File: config.mk
export PLATFORM = sky130hd
export DESIGN_NAME = branch_hazard_ctrl
export DESIGN_NICKNAME = d
export VERILOG_FILES = /design/src/rtl/branch_hazard_ctrl_pkg.sv /design/src/rtl/branch_hazard_ctrl_flag_reg_unit.sv /design/src/rtl/branch_hazard_ctrl.sv
export SDC_FILE = /design/constraint.sdc
export NUM_CORES = 1
export LEC_CHECK = 0
export CELL_PAD_IN_SITES_DETAIL_PLACEMENT = 1
export CELL_PAD_IN_SITES_GLOBAL_PLACEMENT = 2
export CORE_ASPECT_RATIO = 1.25
export CORE_MARGIN = 5
export CORE_UTILIZATION = 24
export DETAILED_ROUTE_END_ITERATION = 8
export PLACE_DENSITY = 0.81
export RECOVER_POWER = 50
export SYNTH_ARGS = -nofsm -noshare
export SYNTH_HDL_FRONTEND = slang
export SYNTH_HIERARCHICAL = 1
export SYNTH_SLANG_ARGS = --single-unit
File: constraint.sdc
create_clock -name clk -period 1.95 [get_ports clk]
set_clock_uncertainty 0.05 [all_clocks]
set_input_delay 0.2925 -clock clk [delete_from_list [all_inputs] [get_ports clk]]
set_output_delay 0.2925 -clock clk [all_outputs]
set_load 0.02 [all_outputs]
File: src/rtl/branch_hazard_ctrl_pkg.sv
// Shared encodings for the early-branch control slice: opcode map, control
// states, the zero-register index and opcode classification helpers.
package branch_hazard_ctrl_pkg;

  typedef enum logic [3:0] {
    PC_INIT = 4'd0,
    ADDI    = 4'd1,
    ADDS    = 4'd2,
    BLT     = 4'd3,
    B       = 4'd4,
    CBZ     = 4'd5,
    LDUR    = 4'd6,
    LSL     = 4'd7,
    LSR     = 4'd8,
    MUL     = 4'd9,
    STUR    = 4'd10,
    SUBS    = 4'd11,
    INV     = 4'd12
  } opcode_e;

  typedef enum logic [1:0] {
    BOOT    = 2'd0,
    RUN     = 2'd1,
    LDSTALL = 2'd2
  } state_e;

  localparam logic [4:0] XZR = 5'd31;

  function automatic logic is_branch(input logic [3:0] op);
    return (op == B) || (op == BLT) || (op == CBZ);
  endfunction

  function automatic logic sets_flags(input logic [3:0] op);
    return (op == ADDS) || (op == SUBS);
  endfunction

endpackage

File: src/rtl/branch_hazard_ctrl_flag_reg_unit.sv
// N/O condition-flag registers plus the EX-to-ID flag forwarding select.
module flag_reg_unit
  import branch_hazard_ctrl_pkg::*;
(
  input  logic       clk,
  input  logic       reset_n,
  input  logic [3:0] opcode_ex_i,
  input  logic       alu_n_i,
  input  logic       alu_o_i,
  input  logic       update_en_i,
  output logic       flag_fwd_o,
  output logic       n_o,
  output logic       o_o
);

  logic nFlag_q, nFlag_d;
  logic oFlag_q, oFlag_d;

  assign flag_fwd_o = sets_flags(opcode_ex_i);

  // A flag-setting op in EX both forwards its flags and commits them at the edge.
  always_comb begin
    nFlag_d = nFlag_q;
    oFlag_d = oFlag_q;
    if (update_en_i && flag_fwd_o) begin
      nFlag_d = alu_n_i;
      oFlag_d = alu_o_i;
    end
  end

  always_ff @(posedge clk or negedge reset_n) begin
    if (!reset_n) begin
      nFlag_q <= 1'b0;
      oFlag_q <= 1'b0;
    end else begin
      nFlag_q <= nFlag_d;
      oFlag_q <= oFlag_d;
    end
  end

  assign n_o = nFlag_q;
  assign o_o = oFlag_q;

endmodule

File: src/rtl/branch_hazard_ctrl.sv
// ID-stage control for the early-branch path: boot hold, CBZ load-use stalls,
// single branch delay slot, PC redirection and flag forwarding.
module branch_hazard_ctrl
  import branch_hazard_ctrl_pkg::*;
#(
  parameter int INIT_CYCLES = 2,
  parameter int LD_STALLS   = 1,
  parameter int CNT_W       = 16
) (
  input  logic             clk,
  input  logic             reset_n,
  input  logic [3:0]       opcode_id,
  input  logic [3:0]       opcode_ex,
  input  logic [4:0]       rt_id,
  input  logic [4:0]       rd_ex,
  input  logic             alu_n,
  input  logic             alu_o,
  input  logic             br_taken,
  output logic             n_q,
  output logic             o_q,
  output logic             flag_fwd,
  output logic             pc_write,
  output logic             ifid_write,
  output logic             idex_bubble,
  output logic             pc_sel_br,
  output logic             in_delay_slot,
  output logic             ds_violation,
  output logic [CNT_W-1:0] stall_cnt
);

  localparam logic [3:0]       BOOT_RELOAD = 4'(INIT_CYCLES - 1);
  localparam logic [1:0]       LD_RELOAD   = (LD_STALLS > 1) ? 2'(LD_STALLS - 2) : 2'd0;
  localparam logic [CNT_W-1:0] CNT_ONE     = CNT_W'(1);

  state_e           state_q, state_d;
  logic [3:0]       bootCnt_q, bootCnt_d;
  logic [1:0]       ldCnt_q, ldCnt_d;
  logic             inDs_q, inDs_d;
  logic             dsViol_q, dsViol_d;
  logic [CNT_W-1:0] stallCnt_q, stallCnt_d;

  logic hz;
  logic idBranch;
  logic stalling;

  assign idBranch = is_branch(opcode_id);
  assign hz = (opcode_id == CBZ) && (opcode_ex == LDUR) &&
              (rd_ex == rt_id) && (rd_ex != XZR);

  // The first stall cycle is spent in RUN; LDSTALL covers any further ones.
  always_comb begin
    state_d     = state_q;
    bootCnt_d   = bootCnt_q;
    ldCnt_d     = ldCnt_q;
    pc_write    = 1'b0;
    ifid_write  = 1'b0;
    idex_bubble = 1'b1;
    pc_sel_br   = 1'b0;
    stalling    = 1'b0;
    case (state_q)
      BOOT: begin
        if (bootCnt_q == 4'd0) begin
          state_d = RUN;
        end else begin
          bootCnt_d = bootCnt_q - 4'd1;
        end
      end
      RUN: begin
        if (hz) begin
          stalling = 1'b1;
          if (LD_STALLS > 1) begin
            state_d = LDSTALL;
            ldCnt_d = LD_RELOAD;
          end
        end else begin
          pc_write    = 1'b1;
          ifid_write  = 1'b1;
          idex_bubble = 1'b0;
          pc_sel_br   = br_taken && idBranch && !inDs_q;
        end
      end
      LDSTALL: begin
        stalling = 1'b1;
        if (ldCnt_q == 2'd0) begin
          state_d = RUN;
        end else begin
          ldCnt_d = ldCnt_q - 2'd1;
        end
      end
      default: begin
        state_d = BOOT;
      end
    endcase
  end

  // Delay-slot tracking only advances when IF/ID actually accepts a new instruction.
  always_comb begin
    inDs_d     = inDs_q;
    dsViol_d   = dsViol_q;
    stallCnt_d = stallCnt_q;
    if (ifid_write) begin
      inDs_d = idBranch;
      if (inDs_q && idBranch) begin
        dsViol_d = 1'b1;
      end
    end
    if (stalling && (stallCnt_q != '1)) begin
      stallCnt_d = stallCnt_q + CNT_ONE;
    end
  end

  always_ff @(posedge clk or negedge reset_n) begin
    if (!reset_n) begin
      state_q    <= BOOT;
      bootCnt_q  <= BOOT_RELOAD;
      ldCnt_q    <= 2'd0;
      inDs_q     <= 1'b0;
      dsViol_q   <= 1'b0;
      stallCnt_q <= '0;
    end else begin
      state_q    <= state_d;
      bootCnt_q  <= bootCnt_d;
      ldCnt_q    <= ldCnt_d;
      inDs_q     <= inDs_d;
      dsViol_q   <= dsViol_d;
      stallCnt_q <= stallCnt_d;
    end
  end

  flag_reg_unit u_flags (
    .clk         (clk),
    .reset_n     (reset_n),
    .opcode_ex_i (opcode_ex),
    .alu_n_i     (alu_n),
    .alu_o_i     (alu_o),
    .update_en_i (state_q != BOOT),
    .flag_fwd_o  (flag_fwd),
    .n_o         (n_q),
    .o_o         (o_q)
  );

  assign in_delay_slot = inDs_q;
  assign ds_violation  = dsViol_q;
  assign stall_cnt     = stallCnt_q;

endmodule

==> summary.txt, run 1 <==
Run status
  – Status: complete, but fails checks
  – Violations in the final reports: negative setup slack

Timing
  – Final-report max-slew violation count: 0
  – Period utilization: 121%
  – Worst slew pin tran: 641 ps
  – Unrepaired setup endpoints after global routing: true
  – Relative slew margins: 57.3%
  – Setup TNS: -6150 ps
  – Setup-failing EPs final: 21
  – Final setup margin: -402 ps
  – Post-layout minimum cycle time: 2350 ps
  – Maximum clock frequency: 425 MHz
  – Final Hold Vio Count: 0

Place
  – Port buffer count: 47
  – Detailed Place HPWL: 3.19 mm
  – GPL Wtd Cong: 0.743

Detailed routing
  – Final WL: 4.27 mm
  – DR pass1 iterations: 3
  – DR WL/cell: 16.2 microns
  – Antenna viol nets, final: 0
  – Iter 0 DRT Violations: 37
  – Vias/cell: 4.73
  – Vias: 1,248
  – DRC Markers: 0

Power and ir drop
  – Max IR drop VDD: 0.000221 V
  – Internal power: 0.785 mW
  – Net Sw Power: 0.273 mW
  – Power Dens Cells: 444 nW/um^2
  – Leakage power: 1.07 nW
  – Reg power frac: 51.3%
  – Clock power frac: 31.6%
  – Switching Fraction: 25.8%
  – Combinational power share: 17.1%

Logic synthesis
  – Synth unique cells: 36
  – Synth warnings: 6
  – Synthesis-stage register bit count: 25
  – Top FF cell, synth: dfrtp_1
  – Async set-or-reset flop fraction in the synthesized netlist: 100%
  – Number of flops mapped to enable cells by yosys: 0
  – Post-synthesis sequential area ratio: 46.8%
  – Synthesized Nets: 149
  – Syn avg cell area: 10.8 sq um
  – Gate Count Post-Synth: 124
  – Post-synthesis instance area: 1340 sq um

Global routing
  – GRT overflow: 0
  – Antenna violations before repair: 0
  – First-pass GRT wire length: 7.27 mm
  – GRT Overall Usage: 12.5%
  – Vias in the first global route: 1,513
  – Largest net degree at the start of global routing: 26

Hold path
  – Hold/Removal Path Class: reg -> reg

Clock tree
  – Inserted Clock Buffers: 3
  – CTS tree: yes
  – Sink Count: 25
  – Root buf cell: clkbuf_8
  – CTS clk-pin slew, worst paths: 100 ps
  – H-Tree Depth: 1
  – Clock buffer depth: 2
  – Clk_lat worst skew: 280 ps

Critical path
  – Reg-to-Reg End: stall_cnt[1]
  – CP most frequent cell: or4b_4
  – WP data arrival: 2480 ps
  – Worst path max stage delay: 540 ps
  – Crit-path max FO: 8
  – Buf/Inv on CP: 2
  – CP Launch Type: primary input
  – Critical-path cell list: buf_6 -> or4b_4 -> or3_4 -> or4b_4 -> buf_12 -> nor3_4 -> mux2_4
  – CP Class: in -> reg
  – Largest delay share family, worst path: simple AND/OR/NAND/NOR gates
  – FF-to-FF Start: stall_cnt[1]
  – Worst r2r path cells: 7
  – CP max stage cell: or4b_4
  – CP Depth: 7
  – R2R Setup Slk: -10 ps
  – Worst setup EP type: flip-flop
  – Worst setup path endpoint: stall_cnt[14]
  – Required @ worst endpoint: 2080 ps
  – Worst Setup SP: opcode_id[3]

Floorplanning
  – Num ports: 48
  – Row cnt: 30
  – Height of the die: 93.5 microns
  – Initial core utilization: 24.6%
  – Die width: 76.8 microns
  – DIE AREA: 7190 sq um
  – Core Footprint: 5440 sq um

Layout
  – Final core occ: 43.7%
  – Nets: 226
  – Diodes inserted: 0
  – Share of cells above drive strength 1: 36.5%
  – Area grow syn2layout: 77.7%

Flow run
  – Max-cap violations: 0
==> Yosys cell counts (all sizes together), types with 2 or more instances <==
library cell | instances | share of area, %
dfrtp | 24 | 45
xor2 | 14 | 9.2
nand2 | 11 | 3.1
mux2 | 7 | 5.9
nor3 | 7 | 2.6
inv | 5 | 1.4
nand4 | 5 | 2.3
nor2 | 5 | 1.4
xnor2 | 5 | 3.3
buf | 4 | 2.1
nor4 | 4 | 3.9
a21oi | 3 | 1.1
and3 | 3 | 1.4
nand3 | 3 | 1.1
o21ai | 3 | 1.1
and2 | 2 | 0.93
and4bb | 2 | 1.9
ha | 2 | 1.9
nand2b | 2 | 0.93
nand3b | 2 | 1.1
nor3b | 2 | 1.1
or4b | 2 | 1.5
==> flip-flops by register name, indices dropped and copies added, names as in the netlist <==
| signal | flops |
|---|---|
| stall_cnt | 16 |
| bootCnt_q | 4 |
| ds_violation | 1 |
| in_delay_slot | 1 |
| state_q | 1 |
| u_flags/n_o | 1 |
| u_flags/o_o | 1 |
==> cells by family after synthesis <==
group / Yosys count / synth area share, %
compound gates: 8 / 3.45
flops: 25 / 46.8
simple gates: 54 / 26.1
mux: 7 / 5.88
xor+xnor: 19 / 12.4
buf+inv: 9 / 3.45
fa+ha+maj: 2 / 1.87
==> cell type report <==
cell class | count | area [sq um]
Clock buffer | 3 | 41.3
Clock inverter | 1 | 7.51
Fill cell | 585 | 3060
Inverter | 5 | 18.8
Multi-Input combinational cell | 90 | 885
Sequential cell | 25 | 627
Tap cell | 64 | 80.1
Timing Repair Buffer | 76 | 722
==> worst register-to-register path, delay by kind of cell, from the launching register on <==
kind | cells | cell delay (ps)
buffers and inverters | 1 | 290
multiplexers | 1 | 300
flip-flops | 1 | 420
adder cells (fa/ha/maj) | 1 | 200
AND/OR/NAND/NOR | 4 | 600
==> per-stage QoR <==
stage	instance area, sq um	worst slack [ps]	power [mW]	std cells	hold slack (ps)
2_1_floorplan	1450	-495	0.611	124	-53.1
3_3_place_gp	2100	-999	0.722	250	400
3_5_place_dp	2100	-1070	0.731	250	419
4_1_cts	2360	-392	1.06	262	336
5_1_grt	2380	-450	1.10	264	465
6_report	2380	-402	1.06	264	440
==> placed cells by master (no fill, tap or decap), drive strengths merged, types with 3 or more instances in the layout <==
master / synthesis / final
buf: 4 / 36
clkdlybuf4s50: 0 / 34
dfrtp: 24 / 24
xor2: 14 / 14
nand2: 11 / 11
nor3: 7 / 7
mux2: 7 / 7
nand4: 5 / 5
inv: 5 / 5
nor2: 5 / 5
xnor2: 5 / 5
nor4: 4 / 4
clkbuf: 0 / 4
and3: 3 / 3
nand3: 3 / 3
o21ai: 3 / 3
dlygate4sd2: 0 / 3
a21oi: 3 / 3
==> power groups by stage <==
stage | clock [mW] | combinational, mW | sequential [mW]
finish | 0.334 | 0.181 | 0.543
global route | 0.357 | 0.197 | 0.544
CTS | 0.342 | 0.180 | 0.543
detailed placement | 0 | 0.178 | 0.553
global placement | 0 | 0.171 | 0.552
floorplan | 0 | 0.0385 | 0.573
==> worst min path at each step <==
stage / from / to / slack (ps) / cells past startpoint
after floorplan: reset_n / bootCnt_q[1] / -50 / 0
after global placement: ds_violation / ds_violation / 400 / 1
after detailed placement: ds_violation / ds_violation / 420 / 1
after CTS: reset_n / u_flags/o_o / 340 / 2
after global routing: u_flags/n_o / u_flags/n_o / 470 / 1
final: ds_violation / ds_violation / 440 / 1
==> routing by layer <==
layer	up-vias	GRT usage (%)	share of wire, %
li1	590	-	-
met1	604	12.3	35
met2	43	24.1	56
met3	11	3.66	6.8
met4	0	4.96	2.5
met5	-	0	0
==> timing repair <==
action / in CTS / in global routing
hold buffers: 0 / 0
setup endpoints to repair: 23 / 23
cloned: 1 / 0
pin swaps: 23 / 3
resized for setup: 70 / 6
setup buffers: 7 / 3
Power figures use the tool's default switching activity.
==> inputs of run 2 (changes only) <==
GPL_TIMING_DRIVEN = 0   (was default)
==> run 2 against run 1 <==
  * The flow still finishes with violations (negative setup slack)
  * Sequential share of layout area increased by 1.0 points
  * Largest cell class unchanged
  * Critical path type unchanged
  * Critical endpoint is now stall_cnt[10]
  * Utilization decreased by 1.7 points
  * Die area unchanged
  * Hold slack got worse by 31 ps
  * Largest power group unchanged
==> summary.txt, run 2 (synthesized netlist as in run 1, its figures left out) <==
Clock tree
  – Hold Buf Count CTS: 0
  – H-Tree Depth: 1
  – Clock buffer depth: 2
  – Inserted Clock Buffers: 3
  – Sink Count: 25
  – Clk_lat worst skew: 270 ps
  – CTS tree: yes
  – CTS clk-pin slew, worst paths: 90 ps
  – Root buf cell: clkbuf_8

Floorplanning
  – Row cnt: 30
  – Height of the die: 93.5 microns
  – Initial core utilization: 24.6%
  – DIE AREA: 7190 sq um
  – Core Footprint: 5440 sq um
  – Num ports: 48
  – Die width: 76.8 microns

Power and ir drop
  – Leakage power: 1.01 nW
  – Clock power frac: 30.1%
  – Max IR drop VDD: 0.000252 V
  – Combinational power share: 15.7%
  – Net Sw Power: 0.237 mW
  – Reg power frac: 54.1%
  – Total power: 1.00 mW
  – Internal power: 0.767 mW
  – Switching Fraction: 23.6%
  – Power Dens Cells: 438 nW/um^2

Timing
  – Final-report max-slew violation count: 0
  – Setup-failing EPs final: 21
  – Worst slew pin tran: 1130 ps
  – Final setup margin: -420 ps
  – Relative slew margins: 24.1%
  – Period utilization: 122%
  – Unrepaired setup endpoints after global routing: true
  – Maximum clock frequency: 422 MHz
  – Final Hold Vio Count: 0
  – Post-layout minimum cycle time: 2370 ps

Place
  – Port buffer count: 47
  – Detailed Place HPWL: 2.88 mm
  – Area after DPL: 2000 sq um
  – GPL Wtd Cong: 0.704

Detailed routing
  – Antenna viol nets, final: 0
  – Iter 0 DRT Violations: 30
  – DR WL/cell: 14.9 microns
  – Vias/cell: 4.68
  – Final WL: 3.73 mm
  – Vias: 1,169
  – DRC Markers: 0
  – DR pass1 iterations: 4

Layout
  – Area grow syn2layout: 71.0%
  – Max reg flops: 16
  – Diodes inserted: 0
  – Nets: 212
  – Share of cells above drive strength 1: 30.6%
  – Final Instance Area: 2290 sq um
  – Most common cell after layout, fill and taps aside: clkdlybuf4s50_1
  – Commonest cells after routing, fill and taps aside: clkdlybuf4s50_1, dfrtp_1, xor2_1, nand2_1, buf_6

Critical path
  – CP Class: in -> reg
  – FF-to-FF Start: stall_cnt[0]
  – WP data arrival: 2510 ps
  – Required @ worst endpoint: 2090 ps
  – Worst setup EP type: flip-flop
  – Crit-path max FO: 4
  – Worst Setup SP: opcode_ex[0]
  – CP Launch Type: primary input

Flow run
  – Max-cap violations: 0

Global routing
  – GRT Overall Usage: 10.9%
  – GRT overflow: 0
  – Largest net degree at the start of global routing: 26
  – Antenna violations before repair: 0
  – Vias in the first global route: 1,375
  – First-pass GRT wire length: 6.51 mm

Run status
  – Violations in the final reports: negative setup slack
  – Status: complete, but fails checks

Hold path
  – Hold/Removal Path Class: in -> reg
  – Hold Startpoint: opcode_id[3]
==> run 2: cell types whose count changed in the layout (fill, tap and decap cells not counted), moves of 2 or more <==
cell,before,now
buf_4,22,7
dlygate4sd2_1,3,1
xnor2_2,2,0
xnor2_1,3,5
dlymetal6s2s_1,1,3
==> run 2: worst paths after layout <==
check                                      to  slack [ps]  depth (start not counted)
worst max register to register   stall_cnt[2]         -90                          7
worst min register to register   stall_cnt[8]         440                          1
min in group asynchronous         u_flags/o_o         650                          1
worst max-delay path            stall_cnt[10]        -420                          9
worst min-delay path             ds_violation         410                          3
max in group asynchronous       stall_cnt[10]         530                          1
==> run 2: repair_timing <==
| action | 4_1_cts | 5_1_grt |
|---|---|---|
| setup endpoints to repair | 23 | 22 |
| gates cloned | 1 | 0 |
| setup buffers | 10 | 2 |
| resized for setup | 68 | 9 |
| pin swaps | 23 | 13 |
==> run 2: area by class of cell <==
class,count,area (sq um)
Fill cell,572,3150
Multi-Input combinational cell,90,868
Timing Repair Buffer,60,632
Sequential cell,25,627
Tap cell,64,80.1
Clock buffer,3,41.3
Buffer,2,18.8
Inverter,5,18.8
Clock inverter,1,5.00
==> run 2: stage by stage <==
| step | util [%] | worst slack (ps) | cells | setup TNS [ps] | hold WS (ps) |
|---|---|---|---|---|---|
| after floorplan | - | -495 | 124 | -8310 | -53.1 |
| after global placement | 36.7 | -1110 | 235 | -20380 | 404 |
| after detailed placement | 36.7 | -1110 | 235 | -20950 | 426 |
| after CTS | 41.6 | -450 | 249 | -7170 | 391 |
| after global routing | 42.1 | -480 | 250 | -7680 | 402 |
| final | 42.1 | -420 | 250 | -6490 | 409 |
==> run 2: power groups by stage <==
stage               clock (mW)  combinational, mW  sequential, mW
CTS                      0.322              0.160           0.544
floorplan                    0             0.0385           0.573
finish                   0.303              0.158           0.543
global placement             0              0.158           0.553
global route             0.342              0.174           0.547
detailed placement           0              0.161           0.553
==> run 2: critical path, stage by stage <==
cell    delay (ps)
buf_6           90
or4b_1         510
or3_4          340
or4b_4         590
buf_12         160
buf_16         120
buf_12         120
nor4_4         130
xor2_1         160
==> run 2: layer usage <==
layer	global-route usage [%]	vias to the layer above	part of all wire, %
met5	0	-	0
li1	-	558	-
met3	3.47	2	7.3
met1	12.2	575	37
met2	20.0	34	55
met4	2.19	0	0.32
==> variant (flow settings as in run 2) <==
Re-encode `state_e` (3 states) as one-hot, 3 bits wide.
--- a/src/rtl/branch_hazard_ctrl_pkg.sv
+++ b/src/rtl/branch_hazard_ctrl_pkg.sv
@@ -18,10 +18,10 @@
     INV     = 4'd12
   } opcode_e;
 
-  typedef enum logic [1:0] {
-    BOOT    = 2'd0,
-    RUN     = 2'd1,
-    LDSTALL = 2'd2
+  typedef enum logic [2:0] {
+    BOOT    = 3'b001,
+    RUN     = 3'b010,
+    LDSTALL = 3'b100
   } state_e;
 
   localparam logic [4:0] XZR = 5'd31;
Formal check against the unedited RTL: no difference found for any inputs over 10 cycles, from zero or initial values and one cycle with reset_n low; not proved beyond that.
==> variant against run 2 <==
Clock power up 48%; setup slack better by 0.51 ns; critical endpoint is now pc_write; routed wire length down 4.9%; hold slack better by 0.029 ns; register-to-register slack better by 0.22 ns; die area up 7.8%; largest cell class unchanged; highest routed layer unchanged; synthesized area up 8.9%; total power up 17%; largest power group unchanged; sequential cell count up 1; cell area down 3.9%; core utilization down 4.5 points.
==> variant: results (changes against run 2) <==
[place]
hpwl_mm = 2.676  ; -7.0%
place_area_um2 = 2038  ; +1.9%
place.gp.congestion = 0.7002  ; -0.51%

[critical_path]
critPathArrivalTime_ns = 1.52  ; -0.99 ns
r2r_setup_slack_ns = 0.13  ; +0.22 ns
critPathMaxStageDelay_ns = 0.32  ; -0.27 ns
slowest_stage = nor4_4
rr_startpoint = stall_cnt[2]$_DFFE_PN0P_
path_max_fanout = 3  ; -1
r2r_cells = 5  ; -2
critPathLaunch = rd_ex[3]
r2r-end = stall_cnt[13]$_DFFE_PN0P_
crit_end = pc_write

[synth]
ys_types = 41  ; +14%
yosysSeqAreaShare_pct = 44.77  ; -2.0 points
syn-num-nets = 159  ; +6.7%
ys_async_sr_fraction_pct = 100.0  ; unchanged
synth_top_cells_by_area = dfrtp_1, xor2_1, dfstp_2, nor3_2, nor2_1
synth_top_cells_by_count = dfrtp_1, xor2_1, nor2_1

[power_and_ir_drop]
vdd_ir_drop_max_mv = 0.2123  ; -16%
switchingPower_w = 0.0002616  ; +10%
p_leak_nw = 0.9790  ; -2.9%

[final_layout]
largest_reg_flops = 16  ; unchanged
n_fill_cell = 654  ; +14%
drive_above_1_share_pct = 27.89  ; -2.8 points
fin_nets = 216  ; +1.9%

[route]
wirelength_mm = 3.548  ; -4.9%
drtIter0Drc = 32  ; +6.7%
detail_route.vias_per_cell = 4.342  ; -7.1%

[global_route]
grt_max_degree = 27  ; +3.8%
grt_pass1_vias = 1226  ; -11%
grt.total_usage_pct = 9.359  ; -1.5 points

[sta]
worst_pin_slew_ns = 1.219  ; +0.08434 ns

[outcome]
status = complete, no violations

[min_path]
hold_depth = 1  ; -2
hold_start = ds_violation$_DFFE_PN0P_
hp-class = reg -> reg

[variant: power groups by stage]
stage	Sequential, W	Combinational, W	Clock, W
CTS	0.000564	0.000169	0.000468
finish	0.000563	0.000162	0.000448
global route	0.000565	0.000176	0.000485
detailed placement	0.000575	0.000164	0
global placement	0.000574	0.000161	0
floorplan	0.000593	0.0000399	0
[variant: repair_timing]
item,4_1_cts,5_1_grt
setup buffers,3,2
resized for setup,48,19
setup endpoints to repair,8,6
pin swaps,8,12
[variant: per-layer routing]
layer	global-route usage, %	vias to the layer above	routed length (um)
li1	-	573	-
met1	10.48	565	1428
met2	16.01	38	1778
met3	3.061	5	281
met4	3.901	0	59
met5	0	-	0
[variant: final cells by class]
type	count	area share, %
multi-input cells	98	38.07
well taps	82	4.659
repair buffers	52	21.99
inverters	7	1.193
flip-flops and latches	26	29.66
clock inverters	1	1.364
plain buffers	3	1.193
clock buffers	3	1.875
[variant: logic make-up after synthesis]
kind of cell             synth area share (%)
AO/OA/AOI/OAI                           3.429
buffers and inverters                   3.602
flip-flops                              44.77
adder cells (fa/ha/maj)                 1.715
XOR/XNOR                                12.61
multiplexers                            3.087
AND/OR/NAND/NOR                         30.79
[variant: stage by stage]
stage / setup WS (ns) / cells / total power [W] / utilization, % / hold WS (ns)
floorplan: 0.05106 / 134 / 0.0006331 / - / -0.05309
global placement: -0.7775 / 263 / 0.0007355 / 34.80 / 0.4123
detailed placement: -0.7752 / 263 / 0.0007388 / 34.80 / 0.4234
CTS: -0.007285 / 270 / 0.001201 / 37.04 / 0.4517
global route: 0.001138 / 272 / 0.001225 / 37.60 / 0.4612
finish: 0.09145 / 272 / 0.001174 / 37.60 / 0.4381
